`config.mk`:
```
export PLATFORM = sky130hd
export DESIGN_NAME = net_wrapper
export DESIGN_NICKNAME = d
export VERILOG_FILES = /design/src/rtl/net_wrapper.sv
export SDC_FILE = /design/constraint.sdc
export NUM_CORES = 1
export LEC_CHECK = 0
export CAP_MARGIN = 30
export CORE_UTILIZATION = 64
export CTS_CLUSTER_DIAMETER = 60
export DETAILED_ROUTE_END_ITERATION = 16
export PLACE_DENSITY = 0.89
export SLEW_MARGIN = 5
export SYNTH_ARGS = -nofsm -noshare
export SYNTH_HDL_FRONTEND = slang
export SYNTH_SLANG_ARGS = --single-unit
```
`constraint.sdc`:
```
create_clock -name clk -period 9.9 [get_ports clk]
set_clock_uncertainty 0.05 [all_clocks]
set_input_delay 2.475 -clock clk [delete_from_list [all_inputs] [get_ports clk]]
set_output_delay 2.475 -clock clk [all_outputs]
set_load 0.02 [all_outputs]
```
`src/rtl/net_wrapper.sv`:
```
// XOR classifier: 2-2-2 fixed-weight ReLU net in Q4.4, one MAC per clock; done rises 15 edges after btn[0] release.
// btn[0] restarts or aborts at any time; optional busy LED on led[3] under NET_BUSY_LED_EN.
module net_wrapper #(
    parameter int DATA_W = 8,
    parameter int FRAC_W = 4
) (
    input  logic       clk,
    input  logic       rst_n,
    input  logic [3:0] sw,
    input  logic [3:0] btn,
    output logic [3:0] led
);
    localparam int ACC_W  = 2*DATA_W + 2;
    localparam int PROD_W = 2*DATA_W;
    localparam int ONE_I  = 1 << FRAC_W;

    localparam logic signed [DATA_W-1:0] ONE     = DATA_W'(ONE_I);
    localparam logic signed [DATA_W-1:0] NEG_ONE = DATA_W'(-ONE_I);
    localparam logic signed [DATA_W-1:0] TWO     = DATA_W'(2*ONE_I);
    localparam logic signed [DATA_W-1:0] NEG_TWO = DATA_W'(-2*ONE_I);
    localparam logic signed [DATA_W-1:0] HALF    = DATA_W'(ONE_I/2);
    localparam logic signed [ACC_W-1:0]  ACT_MAX = ACC_W'((1 << (DATA_W-1)) - 1);

    typedef enum logic [2:0] {IDLE, LOAD, HID, OUT, ARGMAX, DONE} state_t;

    state_t                     state, state_nxt;
    logic [1:0]                 term;
    logic                       neuron;
    logic signed [DATA_W-1:0]   x0, x1, h0, h1;
    logic signed [ACC_W-1:0]    acc, o0, o1;
    logic [1:0]                 cls;
    logic                       done;

    logic                       start, last_term, layer;
    logic signed [DATA_W-1:0]   coef, operand, act;
    logic signed [PROD_W-1:0]   prod;
    logic signed [ACC_W-1:0]    acc_nxt, shifted;
    logic                       unused_inputs;

    assign start         = btn[0];
    assign last_term     = (term == 2'd2);
    assign layer         = (state == OUT);
    assign unused_inputs = ^{sw[3:2], btn[3:1]};

    always_ff @(posedge clk or negedge rst_n) begin
        if (!rst_n) state <= IDLE;
        else        state <= state_nxt;
    end

    always_comb begin
        state_nxt = state;
        case (state)
            IDLE:    if (start) state_nxt = LOAD;
            LOAD:    if (!start) state_nxt = HID;
            HID:     if (start) state_nxt = LOAD;
                     else if (last_term && neuron) state_nxt = OUT;
            OUT:     if (start) state_nxt = LOAD;
                     else if (last_term && neuron) state_nxt = ARGMAX;
            ARGMAX:  state_nxt = start ? LOAD : DONE;
            DONE:    if (start) state_nxt = LOAD;
            default: state_nxt = IDLE;
        endcase
    end

    // Coefficient ROM indexed by {layer, neuron, term}; term 0 is the bias.
    always_comb begin
        coef = '0;
        case ({layer, neuron, term})
            4'b0_0_01, 4'b0_0_10: coef = ONE;
            4'b0_1_00:            coef = NEG_ONE;
            4'b0_1_01, 4'b0_1_10: coef = ONE;
            4'b1_0_00:            coef = HALF;
            4'b1_0_01:            coef = NEG_ONE;
            4'b1_0_10:            coef = TWO;
            4'b1_1_01:            coef = ONE;
            4'b1_1_10:            coef = NEG_TWO;
            default:              coef = '0;
        endcase
    end

    always_comb begin
        operand = '0;
        if (term == 2'd1) operand = layer ? h0 : x0;
        else              operand = layer ? h1 : x1;
        prod    = coef * operand;
        acc_nxt = (term == 2'd0) ? (ACC_W'(coef) <<< FRAC_W) : (acc + ACC_W'(prod));
        shifted = acc_nxt >>> FRAC_W;
        if (shifted < 0)            act = '0;
        else if (shifted > ACT_MAX) act = ACT_MAX[DATA_W-1:0];
        else                        act = shifted[DATA_W-1:0];
    end

    always_ff @(posedge clk or negedge rst_n) begin
        if (!rst_n) begin
            term   <= '0;
            neuron <= 1'b0;
            x0     <= '0;
            x1     <= '0;
            h0     <= '0;
            h1     <= '0;
            acc    <= '0;
            o0     <= '0;
            o1     <= '0;
            cls    <= '0;
            done   <= 1'b0;
        end else begin
            case (state)
                LOAD: begin
                    x0     <= sw[0] ? ONE : '0;
                    x1     <= sw[1] ? ONE : '0;
                    term   <= '0;
                    neuron <= 1'b0;
                    acc    <= '0;
                end
                HID, OUT: begin
                    if (!start) begin
                        acc <= acc_nxt;
                        if (last_term) begin
                            term   <= '0;
                            neuron <= ~neuron;
                            if (!layer && !neuron) h0 <= act;
                            if (!layer &&  neuron) h1 <= act;
                            if ( layer && !neuron) o0 <= acc_nxt;
                            if ( layer &&  neuron) o1 <= acc_nxt;
                        end else begin
                            term <= term + 2'd1;
                        end
                    end
                end
                // Ties fall to class 0, so exactly one class LED is lit.
                ARGMAX: if (!start) cls <= (o1 > o0) ? 2'b10 : 2'b01;
                DONE:   if (!start) done <= 1'b1;
                default: ;
            endcase
            if (state_nxt == LOAD || state == LOAD) begin
                cls  <= '0;
                done <= 1'b0;
            end
        end
    end

    assign led[2:0] = {done, cls};
`ifdef NET_BUSY_LED_EN
    assign led[3] = (state == HID) || (state == OUT) || (state == ARGMAX);
`else
    assign led[3] = 1'b0;
`endif

endmodule

```
Word level (Yosys, flattened, before mapping)
Memory sizes are Yosys's and may differ from the RTL's.
Index checks and enable logic that the tools add are counted.
{ "word_totals": {"register_bits": 95, "rom_bits": 80, "inputBits": 10, "output_inout_bits": 4, "word_cells": 86, "n_memories": 1} }
{ "mem_list": {"columns": ["name", "depth", "width", "rd", "rd_clocked_by_memory_dff", "wr", "line_no", "text"], "rows": [
  ["(name not given)", 16, 5, 1, 0, 0, "68", "case ({layer, neuron, term})"]
]} }
{ "op_classes": {"addsub": 2, "mul": 1, "n_lt_le_gt_ge": 3, "eq_ne": 11, "n_mux": 31, "bitwise": 2, "n_reduce_logical": 23} }
{ "ops": {"columns": ["operator", "n"], "rows": [
  ["8-bit two-way mux", 5],
  ["18-bit two-way mux", 2],
  ["18-bit case mux with 2 select lines", 1],
  ["3-bit two-way mux", 7],
  ["18-bit by 16-bit adder with 18-bit output", 1],
  ["18-bit > comparator", 1],
  ["8-bit by 8-bit multiplier with 16-bit output", 1],
  ["4-bit AND reduction", 4],
  ["3-bit case mux with 5 select lines", 1],
  ["14-bit by 8-bit > comparator with 1-bit output (second input constant)", 1],
  ["14-bit by 1-bit < comparator with 1-bit output (second input constant)", 1],
  ["2-bit two-way mux", 6],
  ["5-bit two-way mux", 2],
  ["3-bit by 1-bit equality test with 1-bit output (second input constant)", 2],
  ["3-bit by 2-bit equality test with 1-bit output (second input constant)", 2],
  ["3-bit equality test (second input constant)", 2],
  ["2-bit AND reduction", 3],
  ["2-bit nonzero test", 3],
  ["1-bit logical AND", 5],
  ["1-bit two-way mux", 5],
  ["2-bit inequality test (second input constant)", 2],
  ["2-bit case mux with 2 select lines", 1],
  ["2-bit OR reduction", 2],
  ["3-bit zero test", 1],
  ["10 further kinds", 12]
]} }

Logic depth before layout (Yosys ltp)
Gate-level depths: netlist of the first run.
{ "logic_depth": {"depth_word": 9, "ltp_mapped": 29, "mapped_depth_nobuf": 27} }

Least setup slack after synthesis of the first run
OpenSTA, ideal clock, no wires.
{ "synth_path": {"path_type": "register to register", "from": "register term[0]", "to": "register h0[6]", "setup_time_ps": 121, "arrival_time_ps": 6817, "required_ps": 9729, "slack_ps": 2912, "path_stages_with_launch": 28, "path_buffers": 2, "synth_period_minus_slack_ps": 6988, "path_cell_list": "dfrtp_1 -> inv_1 -> ha_1 -> buf_6 -> inv_1 -> clkbuf_1 -> nor2_1 -> a21oi_1 -> mux2i_1 -> nand2_1 -> nor2_1 -> fa_1 -> fa_1 -> ha_1 -> inv_1 -> fa_1 -> fa_1 -> inv_1 -> ha_1 -> inv_1 -> fa_1 -> and2b_1 -> o221a_2 -> o22ai_1 -> mux2_4 -> nor4_4 -> nand2_1 -> a22o_1"} }
{ "synth_via": {"elab_chain_cells": 8, "word_cells_on_any_way": 13, "cone_classes": "add/sub: 1; mul: 1; order compare: 2; eq/ne: 2; mux: 4; reduce/logical: 2; memory: 1"} }
{ "synth_lines": {"columns": ["item", "line_no", "text"], "rows": [
  ["start, declared", "27", "logic [1:0] term;"],
  ["start signal, assigned", "126", "term <= term + 2'd1;"],
  ["parallel branches: the longest is 8 deep, another holds 18-bit by 16-bit adder with 18-bit output", null, null],
  ["end signal, assigned", "121", "if (!layer && !neuron) h0 <= act;"],
  ["end, declared", "29", "logic signed [DATA_W-1:0] x0, x1, h0, h1;"]
]} }
Several ways; the timed one is not identified.
A chain may end at the register's enable or synchronous reset.

Worst setup path in the final report of the first run
{ "layout_path": {"from": "register term[1]", "to": "register h0[3]"} }
Same word-level chain as after synthesis.

==> results.md, run 1 <==
- NumNets Final: 784
- Combinational family with the most area after synthesis: adder cells
- Hold EP: o0[3]$_DFFE_PN0P_
- Total area of sequential cells: 2030 µm²
- Later-pin clock latency in the skew report: 0.37 ns
- Top_reg_cell synth: dfrtp_1
- Setup TNS: 0 ns
- R2R Path Start: term[1]$_DFFE_PN0P_
- CTS resizes: 0
- Fin. Hold Viols: 0
- Adder-cell share of the synthesized area: 29.0%
- Final Util: 71.1%
- EDFF count, synth: 0
- Leading area contributor after synthesis: dfrtp_1
- Pleak: 3.69 nW
- Compound-cell area share of the yosys netlist: 14.2%
- Fin crit share: 79.5%
- Min Tclk post-route: 7.87 ns
- Pin count of the biggest net entering global routing: 82
- Critical Path End Type: register
- Top cells by area, synth: dfrtp_1, fa_1, ha_1
- Vias in the first global route: 5038
- Core region area: 9860 µm²
- Area occupied by multi-input gates: 4090 µm²
- Port Buffers: 7
- Via density: 6.05
- Synth unique cells: 73
- R2R depth: 27
- Seq/Total Area, Yosys: 30.8%
- Synth Area in Simple Gates: 13.3%
- Crit-path max FO: 26
- DP Area: 6750 µm²
- Chip height: 103 µm
- Initial Util: 66.7%
- Worst VDD drop: 142 µV
- Final instance area: 7010 µm²
- Final ANT Viol Nets: 0
- Cell with the most instances after synthesis: inv_1
- CTS Sinks: 81
- Synthesis Warnings: 0
- Worst Hold Launch: o0[3]$_DFFE_PN0P_
- Commonest cells post-synth: inv_1, dfrtp_1, nand2_1, fa_1, ha_1
- XOR/XNOR share of the synthesized area: 1.54%
- Critical path arrival: 8.07 ns
- CTS Buf Count: 9
- Die area: 10700 µm²
- Gp weighted congestion: 0.870
- Routed length per instance: 18.3 µm
- # DRC: 0
- Dpl hpwl: 10.9 mm
- I/O pin cnt: 14
- Area growth, synth to finish: 6.56%
- Slew Viols, Final: 0
- #FFs+latches synth: 81
- Layout cells sized above 1: 8.76%
- GRT Overall Usage: 29.7%
- Via count: 4809
- Critical path class: reg -> reg
- Post-synthesis cell count: 656
- PwrDens: 149 nW/µm²
- Initial DRC Count: 289
- Async set-reset flop share out of synthesis: 100%
- Root Buffer: clkbuf_8
- CTS H-tree lvls: 3
- RSZ-0062 raised after global routing: no
- Hold Slack: 0.439 ns
- Synthesized Nets: 783
- Initial antenna violation count: 0
- Drt total wl: 14.6 mm
- Number of diodes: 0
- First drt pass iteration count: 5
- Yosys top cell area share: 30.8%
- CTS tree: done
- Worst-margin pin slew: 0.961 ns
- Die width: 103 µm
- Max Cap Viol: 0
- Number of cells after detailed placement: 778
- FF-to-FF setup slack: 2.03 ns
- Critical path launch point type: register
- Status: finished, final reports clean
- Mean Syn Cell Area: 10.0 µm²
- FP Rows: 36
- Critical Path RT: 10.10 ns
- Achievable Freq: 127 MHz
- Post-synthesis mux area share: 3.99%
- CP Launch Point: term[1]$_DFFE_PN0P_
- Hold Path Cell Cnt: 2
- Clock Tree Buf Depth: 2
- Slew HR: 35.7%
- FILL cells: 664
- Non-Filler Instances: 795
- Clock-pin slew on the worst setup and hold paths: 0.10 ns
- First-pass GRT wire length: 23.7 mm
- Synthesized area: 6580 µm²
- Setup violators final: 0
- CTS Hold Bufs: 0
- Hold WC Path Type: reg -> reg
- RR Endpoint: h0[3]$_DFFE_PN0P_
- Grt ovf: 0
- # Post-CTS Setup Buffers: 0
-- worst max-delay path: stages, from the launching register on --
cell and delay (ns):
dfrtp_1 0.43, inv_1 0.11, ha_1 0.16, buf_4 0.26, inv_1 0.37, nor2_1 0.21
a21oi_1 0.06, mux2i_1 0.45, nand2_1 0.24, nor2_1 0.18, buf_4 0.27, fa_1 0.50
fa_1 0.49, ha_1 0.30, inv_1 0.05, fa_1 0.57, fa_1 0.42, inv_1 0.07
ha_1 0.20, inv_1 0.08, fa_1 0.40, and2b_1 0.24, o221a_2 0.23, o22ai_1 0.10
mux2_4 0.34, nor4_4 0.48, nand2_1 0.22, a22o_1 0.26
-- cells in the final DEF (no fill, tap or decap), types with 4 or more instances in the layout --
cell,count
o31ai_1,6
a21oi_1,24
nand4_1,5
dfrtp_1,81
a21o_1,10
clkdlybuf4s50_1,6
clkbuf_8,10
fa_1,59
mux2_2,12
inv_1,93
nand2_1,61
mux2i_1,9
o21ai_0,33
a22o_1,25
nor2b_1,7
buf_4,4
nand3_1,5
a31o_2,4
and2_1,8
nor2_1,49
ha_1,58
or2_2,4
o211ai_1,6
xnor2_1,6
nand2b_1,4
-- area by class of cell --
cell class                      count  share of cell area, %
Multi-Input combinational cell    459                   58.3
Tap cell                          133                   2.37
Inverter                           93                   4.98
Clock buffer                       10                   1.96
Clock inverter                      6                   1.37
Timing Repair Buffer               13                   2.11
Sequential cell                    81                   28.9
-- stage by stage --
stage	power, mW	setup slack (ns)
2_1_floorplan	0.652	2.91
3_3_place_gp	0.719	2.53
3_5_place_dp	0.741	2.16
4_1_cts	1.04	2.15
5_1_grt	1.09	1.62
6_report	1.04	2.03
-- power by group --
| part | internal [mW] | total (mW) | switching [mW] | leakage (nW) |
|---|---|---|---|---|
| Combinational | 0.126 | 0.352 | 0.225 | 2.50 |
| Sequential | 0.371 | 0.398 | 0.0269 | 1.08 |
| Clock | 0.153 | 0.293 | 0.140 | 0.115 |
| Total | 0.650 | 1.04 | 0.392 | 3.69 |
-- per-layer routing --
metal	GRT usage, %	wire length (µm)
met1	37.3	5890
met2	49.7	7330
met3	5.98	865
met4	13.8	488
met5	0	0
-- sequential cells by signal, indices dropped and copies added (netlist names), 2 cells and up --
| signal | count |
|---|---|
| state | 3 |
| term | 2 |
| cls | 2 |
| h1 | 8 |
| h0 | 8 |
| acc | 18 |
| o1 | 18 |
| o0 | 18 |
-- cell families (layout without fill, tap and decap cells) --
group / Yosys count / after routing
AO/OA/AOI/OAI: 135 / 135
XOR/XNOR: 10 / 10
buffers and inverters: 116 / 122
AND/OR/NAND/NOR: 173 / 173
multiplexers: 23 / 23
adder cells (fa/ha/maj): 117 / 117
other: 1 / 1
flip-flops: 81 / 81
-- worst max path at each step --
stage                                    to  slack (ns)  cells after the start
after floorplan           h0[6]$_DFFE_PN0P_        2.91                     27
after global placement    h0[6]$_DFFE_PN0P_        2.53                     24
after detailed placement  h0[6]$_DFFE_PN0P_        2.16                     27
after CTS                 h1[5]$_DFFE_PN0P_        2.15                     27
after global routing      h0[3]$_DFFE_PN0P_        1.62                     27
final                     h0[3]$_DFFE_PN0P_        2.03                     27
Note: power is estimated with default switching activity, not from simulation.
==> inputs of run 2 (changes only) <==
--- a/config.mk
+++ b/config.mk
@@ -6,10 +6,10 @@
 export NUM_CORES = 1
 export LEC_CHECK = 0
 export CAP_MARGIN = 30
-export CORE_UTILIZATION = 64
+export CORE_UTILIZATION = 58
 export CTS_CLUSTER_DIAMETER = 60
 export DETAILED_ROUTE_END_ITERATION = 16
-export PLACE_DENSITY = 0.89
+export PLACE_DENSITY = 0.85
 export SLEW_MARGIN = 5
 export SYNTH_ARGS = -nofsm -noshare
 export SYNTH_HDL_FRONTEND = slang
==> constraint.sdc (replaced) <==
create_clock -name clk -period 6.93 [get_ports clk]
set_clock_uncertainty 0.05 [all_clocks]
set_input_delay 1.7325 -clock clk [delete_from_list [all_inputs] [get_ports clk]]
set_output_delay 1.7325 -clock clk [all_outputs]
set_load 0.02 [all_outputs]
==> results.md, run 2 (same netlist as run 1, synthesis figures left out) <==
- Via count: 5003
- CP Launch Point: term[0]$_DFFE_PN0P_
- Critical Path End Type: register
- Number of cells after detailed placement: 793
- Pwr Total: 1.58 mW
- Gp weighted congestion: 0.958
- Critical path arrival: 6.86 ns
- Dpl ws: -0.0611 ns
- Routed length per instance: 18.2 µm
- Critical Path RT: 7.11 ns
- Setup WS post-layout: 0.258 ns
- Hold WC Path Type: reg -> reg
- Worst path slowest cell: fa_1
- Port Buffers: 7
- Initial Util: 60.2%
- PwrDens: 218 nW/µm²
- Layout cells sized above 1: 12.6%
- CTS Buf Count: 9
- First-pass GRT wire length: 24.7 mm
- Final Util: 66.5%
- Worst-margin pin slew: 0.896 ns
- GRT Overall Usage: 27.2%
- Most common cell on crit path: fa_1
- Slew Viols, Final: 0
- Die width: 109 µm
- Biggest regs: acc: 18 flops, o0: 18 flops, o1: 18 flops
- Core region area: 10900 µm²
- Die area: 11800 µm²
- Most frequent cells in the layout: inv_1, dfrtp_1, nand2_1
- Clock-pin slew on the worst setup and hold paths: 0.07 ns
- Later-pin clock latency in the skew report: 0.34 ns
- R2R Path Start: term[0]$_DFFE_PN0P_
- Initial DRC Count: 447
- Max Cap Viol: 0
- Pin count of the biggest net entering global routing: 82
- Setup violators final: 0
- Fin crit share: 96.3%
- Non-Filler Instances: 821
- Status: finished, final reports clean
- CTS Sinks: 81
- Initial antenna violation count: 0
- # DRC: 0
- Commonest non-fill, non-tap cell in the layout: inv_1
- NumNets Final: 803
- CTS H-tree lvls: 3
- Pleak: 3.83 nW
- Slew HR: 40.1%
- Number of diodes: 0
- Worst Hold Launch: o1[17]$_DFFE_PN0P_
- Min Tclk post-route: 6.67 ns
- Crit-path max FO: 7
- Worst VDD drop: 191 µV
- Via density: 6.09
- CTS Hold Bufs: 0
- Vias in the first global route: 5133
- Chip height: 109 µm
- CTS tree: done
- Dpl hpwl: 10.9 mm
- Area growth, synth to finish: 10.4%
- Fin. Hold Viols: 0
- Achievable Freq: 150 MHz
- Grt ovf: 0
- Critical path class: reg -> reg
- I/O pin cnt: 14
- Clock Tree Buf Depth: 2
- Drt total wl: 15.0 mm
- Root Buffer: clkbuf_16
- Final ANT Viol Nets: 0
- Max incr delay on CP: 0.52 ns
- FP Rows: 38
- Critical path launch point type: register
- First drt pass iteration count: 6
-- run 2: metal layers --
metal | part of all wire (%) | wire (µm) | GRT usage (%) | up-vias
li1 | - | - | - | 2246
met1 | 40 | 5940 | 36.3 | 2493
met2 | 50 | 7530 | 44.9 | 224
met3 | 6.8 | 1020 | 3.07 | 40
met4 | 3.1 | 461 | 11.8 | 0
met5 | 0 | 0 | 0 | -
-- run 2: report_power, final --
group | internal [mW] | switching [mW]
Combinational | 0.194 | 0.336
Clock | 0.282 | 0.205
Sequential | 0.530 | 0.0344
Total | 1.01 | 0.576
-- run 2: path summary, 6_finish.rpt --
check                                           to  slack [ns]  cells past startpoint
worst max-delay path             h1[5]$_DFFE_PN0P_        0.26                     25
worst min-delay path            o1[17]$_DFFE_PN0P_        0.43                      2
worst max register to register   h1[5]$_DFFE_PN0P_        0.26                     25
worst min register to register  o1[17]$_DFFE_PN0P_        0.43                      2
max in group asynchronous       acc[0]$_DFFE_PN0P_        5.10                      2
min in group asynchronous       cls[0]$_DFFE_PN0P_        1.16                      1
-- run 2: stage by stage --
stage	hold WS, ns	TNS [ns]	area [µm²]
6_report	0.432	0	7270
5_1_grt	0.461	-0.453	7270
4_1_cts	0.441	0	7130
3_5_place_dp	0.427	-0.623	6820
3_3_place_gp	0.412	0	6790
2_1_floorplan	0.399	0	6580
-- run 2: layout make-up --
cell class / instances / area (µm²)
Sequential cell: 81 / 2030
Fill cell: 810 / 3670
Multi-Input combinational cell: 459 / 4110
Clock inverter: 7 / 78.8
Inverter: 93 / 349
Timing Repair Buffer: 32 / 298
Tap cell: 140 / 175
Clock buffer: 9 / 225
-- run 2: what timing repair did --
action                                  4_1_cts  5_1_grt
gates cloned                                  0        0
pin swaps                                     0        2
endpoints found under the setup margin       14       16
setup buffers                                 0       11
resized for setup                             2       10
-- run 2: critical path: cells and delay by family, from the launching register on --
| kind | cells | cell delay, ns |
|---|---|---|
| AOI/OAI and AO/OA | 4 | 0.82 |
| adders and majority gates | 8 | 2.96 |
| buffers and inverters | 6 | 0.64 |
| DFF | 1 | 0.44 |
| muxes | 2 | 0.74 |
| and+or+nand+nor | 5 | 0.92 |
==> inputs of run 3 (changes only) <==
--- a/config.mk
+++ b/config.mk
@@ -10,6 +10,7 @@
 export CTS_CLUSTER_DIAMETER = 60
 export DETAILED_ROUTE_END_ITERATION = 16
 export PLACE_DENSITY = 0.85
+export SKIP_LAST_GASP = 1
 export SLEW_MARGIN = 5
 export SYNTH_ARGS = -nofsm -noshare
 export SYNTH_HDL_FRONTEND = slang
==> results of run 3 <==
No change in the layout: final DEF, timing and power equal those of run 2.
